--- config.mk ---
export PLATFORM = sky130hd
export DESIGN_NAME = audio_delay_ram_ctrl_flat
export DESIGN_NICKNAME = d
export VERILOG_FILES = /design/src/rtl/audio_delay_ram_ctrl_pkg.sv /design/src/rtl/audio_delay_ram_ctrl_if.sv /design/src/rtl/audio_delay_ram_ctrl.sv /design/src/flat_wrapper.sv
export SDC_FILE = /design/constraint.sdc
export NUM_CORES = 1
export LEC_CHECK = 0
export CAP_MARGIN = 40
export CORE_MARGIN = 1.5
export CORE_UTILIZATION = 50
export DETAILED_ROUTE_END_ITERATION = 10
export GPL_TIMING_DRIVEN = 0
export PLACE_DENSITY = 0.89
export REMOVE_ABC_BUFFERS = 1
export SETUP_SLACK_MARGIN = 0.05
export SLEW_MARGIN = 20
export SYNTH_ARGS = -nofsm -noshare
export SYNTH_HDL_FRONTEND = slang
export SYNTH_SLANG_ARGS = --single-unit
--- constraint.sdc ---
create_clock -name clk -period 8.88 [get_ports clk]
set_input_delay 0.888 -clock clk [delete_from_list [all_inputs] [get_ports clk]]
set_output_delay 0.888 -clock clk [all_outputs]
set_load 0.01 [all_outputs]
--- src/rtl/audio_delay_ram_ctrl_pkg.sv ---
// Shared types and default sizes for the audio delay-line RAM controller.
package audio_buf_pkg;

    localparam int ADDR_WIDTH_DEF = 10;
    localparam int DATA_WIDTH_DEF = 16;
    localparam int RD_LATENCY_DEF = 2;

    typedef enum logic [2:0] {
        IDLE,
        READ,
        WAIT,
        WRITE,
        DONE
    } state_t;

endpackage

--- src/rtl/audio_delay_ram_ctrl_if.sv ---
// Sample stream and RAM port bundle; master is the controller side.
interface audio_delay_ram_ctrl_if #(
    parameter int ADDR_WIDTH = 10,
    parameter int DATA_WIDTH = 16
);
    logic                  in_valid;
    logic [DATA_WIDTH-1:0] in_data;
    logic                  in_ready;
    logic                  out_valid;
    logic [DATA_WIDTH-1:0] out_data;
    logic [ADDR_WIDTH-1:0] ram_addr;
    logic [DATA_WIDTH-1:0] ram_wr_data;
    logic                  ram_wr_en;
    logic [DATA_WIDTH-1:0] ram_rd_data;

    modport master (
        input  in_valid, in_data, ram_rd_data,
        output in_ready, out_valid, out_data,
        output ram_addr, ram_wr_data, ram_wr_en
    );

    modport slave (
        output in_valid, in_data, ram_rd_data,
        input  in_ready, out_valid, out_data,
        input  ram_addr, ram_wr_data, ram_wr_en
    );
endinterface

--- src/rtl/audio_delay_ram_ctrl.sv ---
// Audio delay line over a single-port sample RAM: read the sample DELAY
// entries back, then write the new one at the write pointer.
module audio_delay_ram_ctrl
    import audio_buf_pkg::*;
#(
    parameter int ADDR_WIDTH = ADDR_WIDTH_DEF,
    parameter int DATA_WIDTH = DATA_WIDTH_DEF,
    parameter int RD_LATENCY = RD_LATENCY_DEF
) (
    input  logic                  clk,
    input  logic                  rst,
    input  logic                  flush,
    input  logic [ADDR_WIDTH-1:0] delay,
    audio_delay_ram_ctrl_if.master bus
);
    localparam int WAITS = RD_LATENCY - 1;
    localparam int CW    = $clog2(RD_LATENCY) + 1;
    localparam logic [ADDR_WIDTH:0] FULL = {1'b1, {ADDR_WIDTH{1'b0}}};

    state_t                state;
    logic [CW-1:0]         wait_cnt;
    logic [ADDR_WIDTH-1:0] wptr;
    logic [ADDR_WIDTH:0]   fill;
    logic [ADDR_WIDTH-1:0] delay_l;
    logic [DATA_WIDTH-1:0] sample_l;
    logic [ADDR_WIDTH:0]   delay_eff;
    logic                  go_write;

    // A latched delay of zero stands for the full buffer depth.
    assign delay_eff = {(delay_l == '0), delay_l};

    assign go_write = (state == WAIT && wait_cnt == '0) ||
                      (state == READ && WAITS == 0);

    always_ff @(posedge clk or posedge rst) begin
        if (rst) begin
            state           <= IDLE;
            wait_cnt        <= '0;
            wptr            <= '0;
            fill            <= '0;
            delay_l         <= '0;
            sample_l        <= '0;
            bus.in_ready    <= 1'b1;
            bus.out_valid   <= 1'b0;
            bus.out_data    <= '0;
            bus.ram_addr    <= '0;
            bus.ram_wr_data <= '0;
            bus.ram_wr_en   <= 1'b0;
        end else if (flush) begin
            state         <= IDLE;
            wptr          <= '0;
            fill          <= '0;
            bus.in_ready  <= 1'b1;
            bus.out_valid <= 1'b0;
            bus.ram_wr_en <= 1'b0;
        end else begin
            bus.out_valid <= 1'b0;
            unique case (state)
                IDLE: begin
                    if (bus.in_valid && bus.in_ready) begin
                        sample_l      <= bus.in_data;
                        delay_l       <= delay;
                        bus.ram_addr  <= wptr - delay;
                        bus.ram_wr_en <= 1'b0;
                        bus.in_ready  <= 1'b0;
                        state         <= READ;
                    end
                end
                READ: begin
                    wait_cnt <= CW'(WAITS - 1);
                    state    <= (WAITS == 0) ? WRITE : WAIT;
                end
                WAIT: begin
                    if (wait_cnt == '0) state <= WRITE;
                    else                wait_cnt <= wait_cnt - 1'b1;
                end
                WRITE: begin
                    // Unwritten or stale slots read back as silence.
                    bus.out_data  <= (fill >= delay_eff) ? bus.ram_rd_data : '0;
                    bus.out_valid <= 1'b1;
                    bus.ram_wr_en <= 1'b0;
                    state         <= DONE;
                end
                DONE: begin
                    wptr         <= wptr + 1'b1;
                    fill         <= (fill == FULL) ? fill : fill + 1'b1;
                    bus.in_ready <= 1'b1;
                    state        <= IDLE;
                end
                default: state <= IDLE;
            endcase
            if (go_write) begin
                bus.ram_addr    <= wptr;
                bus.ram_wr_data <= sample_l;
                bus.ram_wr_en   <= 1'b1;
            end
        end
    end

endmodule

--- src/flat_wrapper.sv ---
// flat-port wrapper written by rule: the top's interface ports become plain ports
module audio_delay_ram_ctrl_flat import audio_buf_pkg::*;
#(
    parameter int ADDR_WIDTH = ADDR_WIDTH_DEF,
    parameter int DATA_WIDTH = DATA_WIDTH_DEF,
    parameter int RD_LATENCY = RD_LATENCY_DEF
)
  (clk, rst, flush, delay, bus_in_valid, bus_in_data, bus_ram_rd_data, bus_in_ready, bus_out_valid, bus_out_data, bus_ram_addr, bus_ram_wr_data, bus_ram_wr_en);
  audio_delay_ram_ctrl_if #(.ADDR_WIDTH(ADDR_WIDTH), .DATA_WIDTH(DATA_WIDTH)) bus_i ();
  input  logic clk;
  input  logic rst;
  input  logic flush;
  input  logic [ADDR_WIDTH-1:0] delay;
  input wire logic [$bits(bus_i.in_valid)-1:0] bus_in_valid;
  input wire logic [$bits(bus_i.in_data)-1:0] bus_in_data;
  input wire logic [$bits(bus_i.ram_rd_data)-1:0] bus_ram_rd_data;
  output wire logic [$bits(bus_i.in_ready)-1:0] bus_in_ready;
  output wire logic [$bits(bus_i.out_valid)-1:0] bus_out_valid;
  output wire logic [$bits(bus_i.out_data)-1:0] bus_out_data;
  output wire logic [$bits(bus_i.ram_addr)-1:0] bus_ram_addr;
  output wire logic [$bits(bus_i.ram_wr_data)-1:0] bus_ram_wr_data;
  output wire logic [$bits(bus_i.ram_wr_en)-1:0] bus_ram_wr_en;
  assign bus_i.in_valid = bus_in_valid;
  assign bus_i.in_data = bus_in_data;
  assign bus_i.ram_rd_data = bus_ram_rd_data;
  assign bus_in_ready = bus_i.in_ready;
  assign bus_out_valid = bus_i.out_valid;
  assign bus_out_data = bus_i.out_data;
  assign bus_ram_addr = bus_i.ram_addr;
  assign bus_ram_wr_data = bus_i.ram_wr_data;
  assign bus_ram_wr_en = bus_i.ram_wr_en;
  audio_delay_ram_ctrl #(.ADDR_WIDTH(ADDR_WIDTH), .DATA_WIDTH(DATA_WIDTH), .RD_LATENCY(RD_LATENCY)) u_core (.clk(clk), .rst(rst), .flush(flush), .delay(delay), .bus(bus_i));
endmodule
==> flow_summary.ini <==
[floorplanning]
die_width_um = 102
io_pins = 91
start_util_pct = 52.3
die_area_um2 = 10400
row_count = 35
core_area_um2 = 9370
die_h_um = 102

[synthesis]
synth_area_leader_cell = dfrtp_1
synth_top_area_share_pct = 49.0
ys_ff_latch = 97
ys_warn_count = 0
syn_area_per_cell_um2 = 11.0
async_flop_share_pct = 100
yosys-top-cells-count = 96 x dfrtp_1, 53 x nor2_1, 33 x nand2_1, 26 x inv_1, 25 x mux2_2
syn_inst = 446
ys_types = 57
syn_area_um2 = 4900
synth_area_leaders = dfrtp_1 49%, ha_1 6.1%, mux2_2 5.7%
synth_ff_type = dfrtp_1
seq_area_frac_synth_pct = 49.5
synth_edf_count = 0
synth_most_common_cell = dfrtp_1

[power_and_ir_drop]
internal_power_mw = 1.03
power_frac_comb_pct = 37.2
p_per_area_nw_per_um2 = 250
p_seq_share_pct = 45.0
p_clk_share_pct = 17.9
p_total_mw = 1.52
p_sw_share_pct = 32.3
cellLeakagePower_nw = 2.79
ir_drop_mv = 0.128
p_sw_mw = 0.490

[cts]
post_cts_buffers = 0
clockRootBuffer = clkbuf_8
cts_resized = 0
insertion_delay_ps = 370
path_clk_slew_ps = 100
numCtsBuffers = 9
cts_tree = built
cts.sinks = 97
clockBufferDepth = 2
postCtsHoldBufs = 0
h-tree-depth = 3

[place]
place_area_um2 = 5900
dp.cells = 652
port_buffers = 90
hpwl_mm = 7.88
gp_congestion = 0.853

[detailed_routing]
drt_iter0_drc = 123
vias_per_cell = 5.34
routed-via-count = 3568
wl_mm = 10.6
route.detailed.drc = 0
post_drt_wl_per_cell_um = 15.8
ant_nets = 0
dr.pass1.iters = 4

[grt]
grt_overflow = 0
antenna_found_initial = 0
grt_use_total_pct = 22.0
grt_pass1_vias = 3805
grt_first_pass_wirelength_mm = 17.7
grt_max_degree = 82

[timing]
setup_tns_ps = 0
finalCriticalPeriod_ps = 3370
drv_slew = 0
skew_ps = 15.0
hold_viol = 0
worst_pin_slew_ps = 739
period_share_pct = 38.0
timing.hold.ws_ps = 497
rsz0062_at_grt = no
max_freq_mhz = 297
finalSetupViolCount = 0
slew_headroom_pct = 50.5

[final_layout]
instances_no_fill = 668
syn2layout_area_growth_pct = 24.1
drive_above_1_share_pct = 12.8
final_nets = 605
diodes = 0
design_area_um2 = 6080

[worst_setup_path]
critPathKind = in2reg
path_max_fanout = 22
path_delay_family = buffers and inverters
cp.required_ps = 9130
r2r_cells = 7
arrival_ps = 3620
worst_path_most_repeated_cell = buf_8
max_stage_delay_ps = 710
cpMaxStageDelayCell = clkdlybuf4s50_1
crit_chain = clkdlybuf4s50_1 > buf_8 > or3_4 > or2_1 > buf_8 > nand2_4 > nand2_1 > mux2i_1 > a211oi_2
crit_buf_inv = 3
cp-end-kind = flip-flop
cp.depth = 9
worstSetupStartpointType = input port

[flow_run]
cap_viol_max_count = 0

[outcome]
status = finished clean

[worst_hold_path]
holdPathStages = 2
hold_path_class = reg2reg
tightest hold or removal path, cell delays in order (launching register included):
cell     delay (ps)
dfrtp_1         360
nand2_1          50
o21ai_0          60
cell families after synthesis:
logic type | after synthesis | synth area share (%)
AND/OR/NAND/NOR | 140 | 14.3
multiplexers | 52 | 12.2
adder cells (fa/ha/maj) | 25 | 6.53
buffers and inverters | 43 | 4.87
XOR/XNOR | 21 | 3.75
flip-flops | 97 | 49.5
AO/OA/AOI/OAI | 68 | 8.86
worst paths after layout:
kind                                          startpoint                                      to  slack, ps
min reg2reg                u_core.delay_l[1]$_DFFE_PP0P_           u_core.delay_l[1]$_DFFE_PP0P_        500
max reg2reg                  u_core.state[0]$_DFFE_PP0P_      u_core.bus.ram_addr[7]$_DFFE_PP0P_       6440
min in group asynchronous                            rst  u_core.bus.ram_wr_data[15]$_DFFE_PP0P_        800
max                                                flush      u_core.bus.ram_addr[7]$_DFFE_PP0P_       5510
min                        u_core.delay_l[1]$_DFFE_PP0P_           u_core.delay_l[1]$_DFFE_PP0P_        500
max in group asynchronous                            rst         u_core.bus.in_ready$_DFFE_PP1P_       7420
layout make-up:
cell class                 instances  area [µm²]
clock buffer                      10         128
clock inverter                     6        56.3
fill                             731        3290
inverter                          26         103
multi-input combinational        306        2230
sequential                        97        2430
tap                              129         161
timing repair buffer              94         973
power by group through the flow:
| stage | Combinational, mW | Sequential, mW | Clock, mW |
|---|---|---|---|
| after global placement | 0.540 | 0.683 | 0 |
| final | 0.564 | 0.683 | 0.271 |
| after detailed placement | 0.569 | 0.692 | 0 |
| after floorplan | 0.254 | 0.719 | 0 |
| after global routing | 0.618 | 0.701 | 0.296 |
| after CTS | 0.573 | 0.684 | 0.277 |
routing by layer:
layer / share of wire (%) / up-vias / GRT usage (%)
met4: 2.3 / 0 / 7.80
met1: 41 / 1735 / 25.9
li1: - / 1708 / -
met2: 52 / 96 / 39.5
met3: 4.6 / 29 / 4.72
met5: 0 / - / 0
metrics by stage:
step                worst slack [ps]  utilization [%]
floorplan                       5460                -
global placement                4160             62.1
detailed placement              5150             63.0
CTS                             5510             64.9
global route                    5400             64.9
finish                          5510             64.9
cell usage in the layout (no fill, tap or decap), types with 2 or more instances in the layout:
master,n
nor4_1,4
o21ai_1,2
buf_8,3
a21o_1,7
nand2b_1,3
a31oi_1,4
nor2_1,53
ha_1,24
xor2_1,14
o21ai_0,20
a22o_1,2
inv_6,3
clkbuf_8,9
nand3_1,4
dfrtp_1,96
mux2_4,9
mux2_2,25
and2_1,3
nand4_1,4
a21oi_1,20
nor2b_1,5
xnor2_1,7
o31ai_1,2
inv_8,2
clkdlybuf4s50_1,90
or3_1,4
mux2i_1,18
nor3_1,4
inv_1,25
and3_1,11
nand2_1,33
sequential cells by signal (all words and copies together) (netlist names):
name / flops
u_core.wait_cnt: 2
u_core.bus.out_valid: 1
u_core.fill: 11
u_core.sample_l: 16
u_core.bus.ram_wr_en: 1
u_core.bus.ram_wr_data: 16
u_core.wptr: 10
u_core.delay_l: 10
u_core.bus.in_ready: 1
u_core.state: 3
u_core.bus.ram_addr: 10
u_core.bus.out_data: 16
No activity file was read; power rests on OpenSTA's default activity.
==> RTL change 1: new RTL, same flow settings <==
Change the package constant `ADDR_WIDTH_DEF` from 10 to 8.
--- a/src/rtl/audio_delay_ram_ctrl_pkg.sv
+++ b/src/rtl/audio_delay_ram_ctrl_pkg.sv
@@ -1,7 +1,7 @@
 // Shared types and default sizes for the audio delay-line RAM controller.
 package audio_buf_pkg;
 
-    localparam int ADDR_WIDTH_DEF = 10;
+    localparam int ADDR_WIDTH_DEF = 8;
     localparam int DATA_WIDTH_DEF = 16;
     localparam int RD_LATENCY_DEF = 2;
 
Interface: changed (resized bus_ram_addr and delay); port bits go from 91 to 87. The function was not compared with the original's and may differ.
==> RTL change 1 against the unedited design <==
  * Critical path depth is 1 lower
  * Critical endpoint is now u_core.bus.ram_addr[2]$_DFFE_PP0P_
  * Area after synthesis fell by 15%
  * Final cell count down 17%
  * Largest power group unchanged
  * Hold slack better by 0.0095 ns
  * Non-clock buffer count is 2 lower
  * Sequential cell count decreased by 8
  * First-iteration DRC count is 13% lower
  * Design area shrank 11%
  * Power fell by 12%
  * Worst setup slack better by 0.40 ns
  * Wire length fell by 9.1%
  * Via count down 14%
  * Maximum frequency rose by 14%
  * Sequential share of layout area rose by 1.4 points
==> RTL change 1: results (changes against the unedited design) <==
Power
  – Sw power: 418 uW (was 490 uW)
  – Clock power frac: 22.2% (was 17.9%)
  – Cell-internal power: 920 uW (was 1.03 mW)
  – P_leak: 2.50 nW (was 2.79 nW)
  – Worst vdd ir: 145 uV (was 128 uV)
  – P_comb: 435 uW (was 564 uW)

Run status
  – Outcome: complete, no violations (unchanged)

Setup path
  – Reg2reg start: u_core.wptr[0]$_DFFE_PP0P_ (was u_core.state[0]$_DFFE_PP0P_)
  – WP data arrival: 3.23 ns (was 3.62 ns)
  – Worst reg2reg setup slack: 6.57 ns (was 6.44 ns)
  – Crit path to: u_core.bus.ram_addr[2]$_DFFE_PP0P_ (was u_core.bus.ram_addr[7]$_DFFE_PP0P_)
  – CP Max Fanout: 21 (was 22)

Logic synthesis
  – Top cells by area in the synthesized netlist: dfrtp_1, mux2_2, ha_1 (was dfrtp_1, ha_1, mux2_2)
  – Register area share after synthesis: 53.2% (was 49.5%)
  – Top cells by count, synth: dfrtp_1, nor2_1, mux2_2 (was dfrtp_1, nor2_1, nand2_1)
  – Netlist cell types: 50 (was 57)

Final layout
  – Net count reported at finish: 512 (was 605)
  – Fillers: 599 (was 731)

Placement
  – GPL Wtd Cong: 0.872 (was 0.853)
  – Hpwl dp: 6860 um (was 7880 um)
  – Input/output buffers: 86 (was 90)
  – Worst slack, placed: 5.15 ns (about the same)

Min path
  – Min-Delay Startpoint: u_core.sample_l[0]$_DFFE_PP0P_ (was u_core.delay_l[1]$_DFFE_PP0P_)
  – Worst hold path depth: 1 (was 2)
  – Hold Crit Endpoint: u_core.bus.ram_wr_data[0]$_DFFE_PP0P_ (was u_core.delay_l[1]$_DFFE_PP0P_)

Global route
  – First-pass GRT wire length: 15700 um (was 17700 um)
  – Tot GR Track Use: 23.2% (was 22.0%)
  – Largest net degree at the start of global routing: 59 (was 82)
  – Met2 Track Usage GR: 40.7% (was 39.5%)

STA
  – Min Tclk post-route: 2.97 ns (was 3.37 ns)
  – Clock Skew: 0.0141 ns (was 0.0150 ns)

Detailed routing
  – DR iter-0 viols: 107 (was 123)
  – Vias per cell: 5.53 (was 5.34)
  – WL/cell: 17.2 um (was 15.8 um)
[RTL change 1: cell count changes after synthesis, sizes merged, moves of 5 or more]
cell | before | now
a21oi | 20 | 15
a22o | 2 | 18
and3 | 11 | 3
dfrtp | 96 | 88
mux2i | 18 | 3
nand2 | 35 | 23
nor2 | 54 | 31
o21ai | 22 | 13
[RTL change 1: layer usage]
layer	vias up	share of wire (%)
li1	1432	-
met1	1530	41
met2	94	52
met3	26	4.1
met4	0	3.0
met5	-	0
[RTL change 1: layout make-up]
class | count | area (sq um) | share of cell area [%]
inverter | 24 | 92.6 | 1.72
multi-input combinational | 231 | 1780 | 33.1
clock inverter | 7 | 83.8 | 1.56
sequential | 89 | 2230 | 41.3
timing repair buffer | 92 | 948 | 17.6
clock buffer | 9 | 124 | 2.30
tap | 105 | 131 | 2.44
[RTL change 1: cells by family (layout without fill, tap and decap cells)]
| family | after synthesis | after routing | synth area share [%] |
|---|---|---|---|
| flops | 89 | 89 | 53.2 |
| simple gates | 85 | 85 | 9.69 |
| compound gates | 67 | 67 | 11.2 |
| mux | 38 | 38 | 10.9 |
| buf+inv | 38 | 132 | 4.30 |
| fa+ha+maj | 21 | 21 | 6.46 |
| xor+xnor | 20 | 20 | 4.19 |
[RTL change 1: critical path: stages]
cell and delay, ns:
clkdlybuf4s50_1 0.46, buf_8 0.19, nor2_1 0.25, nand4_1 0.44
buf_6 0.31, buf_6 0.17, nand2_4 0.16, mux2_2 0.36
[RTL change 1: metrics by stage]
step / std cells / hold slack, ns
6_report: 557 / 0.507
5_1_grt: 557 / 0.530
4_1_cts: 556 / 0.512
3_5_place_dp: 540 / 0.489
3_3_place_gp: 535 / 0.475
2_1_floorplan: 344 / 0.472
==> RTL change 2: new RTL, config.mk and constraints unchanged <==
Without the edit above. Re-encode `state_t` (5 states) as Gray code, 3 bits wide.
--- a/src/rtl/audio_delay_ram_ctrl_pkg.sv
+++ b/src/rtl/audio_delay_ram_ctrl_pkg.sv
@@ -6,11 +6,11 @@
     localparam int RD_LATENCY_DEF = 2;
 
     typedef enum logic [2:0] {
-        IDLE,
-        READ,
-        WAIT,
-        WRITE,
-        DONE
+        IDLE  = 3'b000,
+        READ  = 3'b001,
+        WAIT  = 3'b011,
+        WRITE = 3'b010,
+        DONE  = 3'b110
     } state_t;
 
 endpackage
Function: no difference found for any inputs over 10 cycles, from zero or initial values and one cycle with rst high; not proved beyond that.
==> RTL change 2 against the unedited design <==
  * Worst setup slack improved by 0.0083 ns
  * Final cell count rose by 0.60%
  * Via count rose by 2.8%
  * Die area fell by 3.8%
  * Combinational power fell by 40%
  * Area after synthesis fell by 4.0%
  * Wire length fell by 1.1%
  * Critical path depth fell by 1
  * Clock skew fell by 0.0014 ns
  * Power fell by 19%
  * Sequential cell count did not move
  * First-iteration DRC count rose by 37%
  * Design area fell by 2.1%
  * Critical path type unchanged
  * Critical endpoint is now u_core.bus.ram_addr[6]$_DFFE_PP0P_
  * Highest routed layer unchanged
==> RTL change 2: results (changes against the unedited design) <==
Placement
  – Hpwl dp: 7700 um (was 7880 um)
  – Worst slack, placed: 5.16 ns (was 5.15 ns)
  – GPL Wtd Cong: 0.818 (was 0.853)
  – Input/output buffers: 90 (unchanged)

Detailed routing
  – DR vias: 3667 (was 3568)
  – DR iter-0 viols: 168 (was 123)
  – DRT Pass-1 Iters: 4 (unchanged)
  – WL/cell: 15.5 um (was 15.8 um)

Logic synthesis
  – Async SR Flop Fraction: 100% (unchanged)
  – Netlist cell types: 55 (was 57)
  – Top cells by count, synth: dfrtp_1, nand2_1, nor2_1 (was dfrtp_1, nor2_1, nand2_1)
  – Main flop type after synthesis: dfrtp_1 (unchanged)
  – Register area share after synthesis: 51.6% (was 49.5%)
  – Top cells by area in the synthesized netlist: dfrtp_1, ha_1, nand2_1 (was dfrtp_1, ha_1, mux2_2)

Global route
  – Tot GR Track Use: 21.7% (was 22.0%)
  – Remaining global-route overflow: 0 (unchanged)
  – Initial antenna violation count: 0 (unchanged)
  – First-pass GRT wire length: 17500 um (was 17700 um)
  – Largest net degree at the start of global routing: 80 (was 82)
  – Vias in the first global route: 3814 (was 3805)

Run status
  – Outcome: complete, no violations (unchanged)

Final layout
  – Antenna cell count: 0 (unchanged)
  – Fraction of layout cells with a size suffix above 1: 8.73% (was 12.8%)
  – Fillers: 717 (was 731)
  – Net count reported at finish: 627 (was 605)

Power
  – P_leak: 2.83 nW (was 2.79 nW)
  – Worst vdd ir: 109 uV (was 128 uV)

STA
  – Relative slew slack: 51.9% (was 50.5%)
  – Clock Skew: 0.0135 ns (was 0.0150 ns)

CTS
  – Worst-case clock buffer depth: 2 (unchanged)
  – H-tree depth: 3 (unchanged)
  – Clk_lat worst skew: 0.37 ns (about the same)
  – Reg clk slew, reported paths: ~0.09 ns
  – Post-cts sizing count: 0 (unchanged)
  – Number of CTS-inserted buffers: 9 (unchanged)

Setup path
  – WP data arrival: 3.63 ns (was 3.62 ns)
  – CP max stage delay: 0.63 ns (was 0.71 ns)
  – CP Max Fanout: 19 (was 22)
RTL change 2: final cells by class:
type | count | area share (%)
clock inverter | 7 | 1.32
sequential | 97 | 40.8
multi-input combinational | 324 | 35.1
timing repair buffer | 96 | 16.6
clock buffer | 9 | 2.08
tap | 111 | 2.33
inverter | 28 | 1.85
RTL change 2: power by group:
group | internal, mW | leakage, nW | switching, mW | total (mW)
sequential | 0.539 | 1.27 | 0.0573 | 0.596
clock | 0.133 | 0.0977 | 0.160 | 0.293
combinational | 0.185 | 1.46 | 0.151 | 0.336
RTL change 2: worst paths after layout:
check / from / slack (ns) / depth (start not counted) / to
min in group asynchronous: rst / 0.81 / 2 / u_core.bus.ram_wr_data[2]$_DFFE_PP0P_
max: flush / 5.52 / 8 / u_core.bus.ram_addr[6]$_DFFE_PP0P_
max reg2reg: u_core.state[2]$_DFFE_PP0P_ / 6.43 / 6 / u_core.bus.ram_addr[6]$_DFFE_PP0P_
min: u_core.sample_l[5]$_DFFE_PP0P_ / 0.49 / 2 / u_core.sample_l[5]$_DFFE_PP0P_
min reg2reg: u_core.sample_l[5]$_DFFE_PP0P_ / 0.49 / 2 / u_core.sample_l[5]$_DFFE_PP0P_
max in group asynchronous: rst / 7.42 / 3 / u_core.bus.in_ready$_DFFE_PP1P_
RTL change 2: kinds of logic (layout without fill, tap and decap cells):
kind of cell    count (synthesis)  in the layout  share of synthesized area [%]
compound gates                 91             91                           12.8
xor+xnor                       19             19                           3.53
fa+ha+maj                      25             25                           6.80
buf+inv                        46            140                           4.04
flops                          97             97                           51.6
mux                            17             17                           4.04
simple gates                  172            172                           17.2
RTL change 2: routing by layer:
layer	routed length [um]	up-vias	global-route usage (%)	part of all wire (%)
met5	0	-	0	0
met1	4370	1773	25.6	42
met3	482	7	4.11	4.6
met4	74	0	4.12	0.71
li1	-	1785	-	-
met2	5510	102	41.1	53
RTL change 2: worst register-to-register path, stage by stage (launching register included):
cell and delay (ns):
dfrtp_1 0.48, nor2_1 0.38, nand4_1 0.59, buf_8 0.37
nand2_2 0.24, nor2_1 0.08, a221oi_1 0.20
RTL change 2: metrics by stage:
stage / utilization, % / power (mW) / area, sq um / hold WS (ns) / instances
2_1_floorplan: - / 0.756 / 4620 / 0.442 / 449
3_3_place_gp: 61.6 / 0.913 / 5660 / 0.452 / 650
3_5_place_dp: 62.6 / 0.944 / 5760 / 0.463 / 656
4_1_cts: 64.8 / 1.23 / 5960 / 0.484 / 672
5_1_grt: 64.8 / 1.30 / 5960 / 0.513 / 672
6_report: 64.8 / 1.23 / 5960 / 0.488 / 672
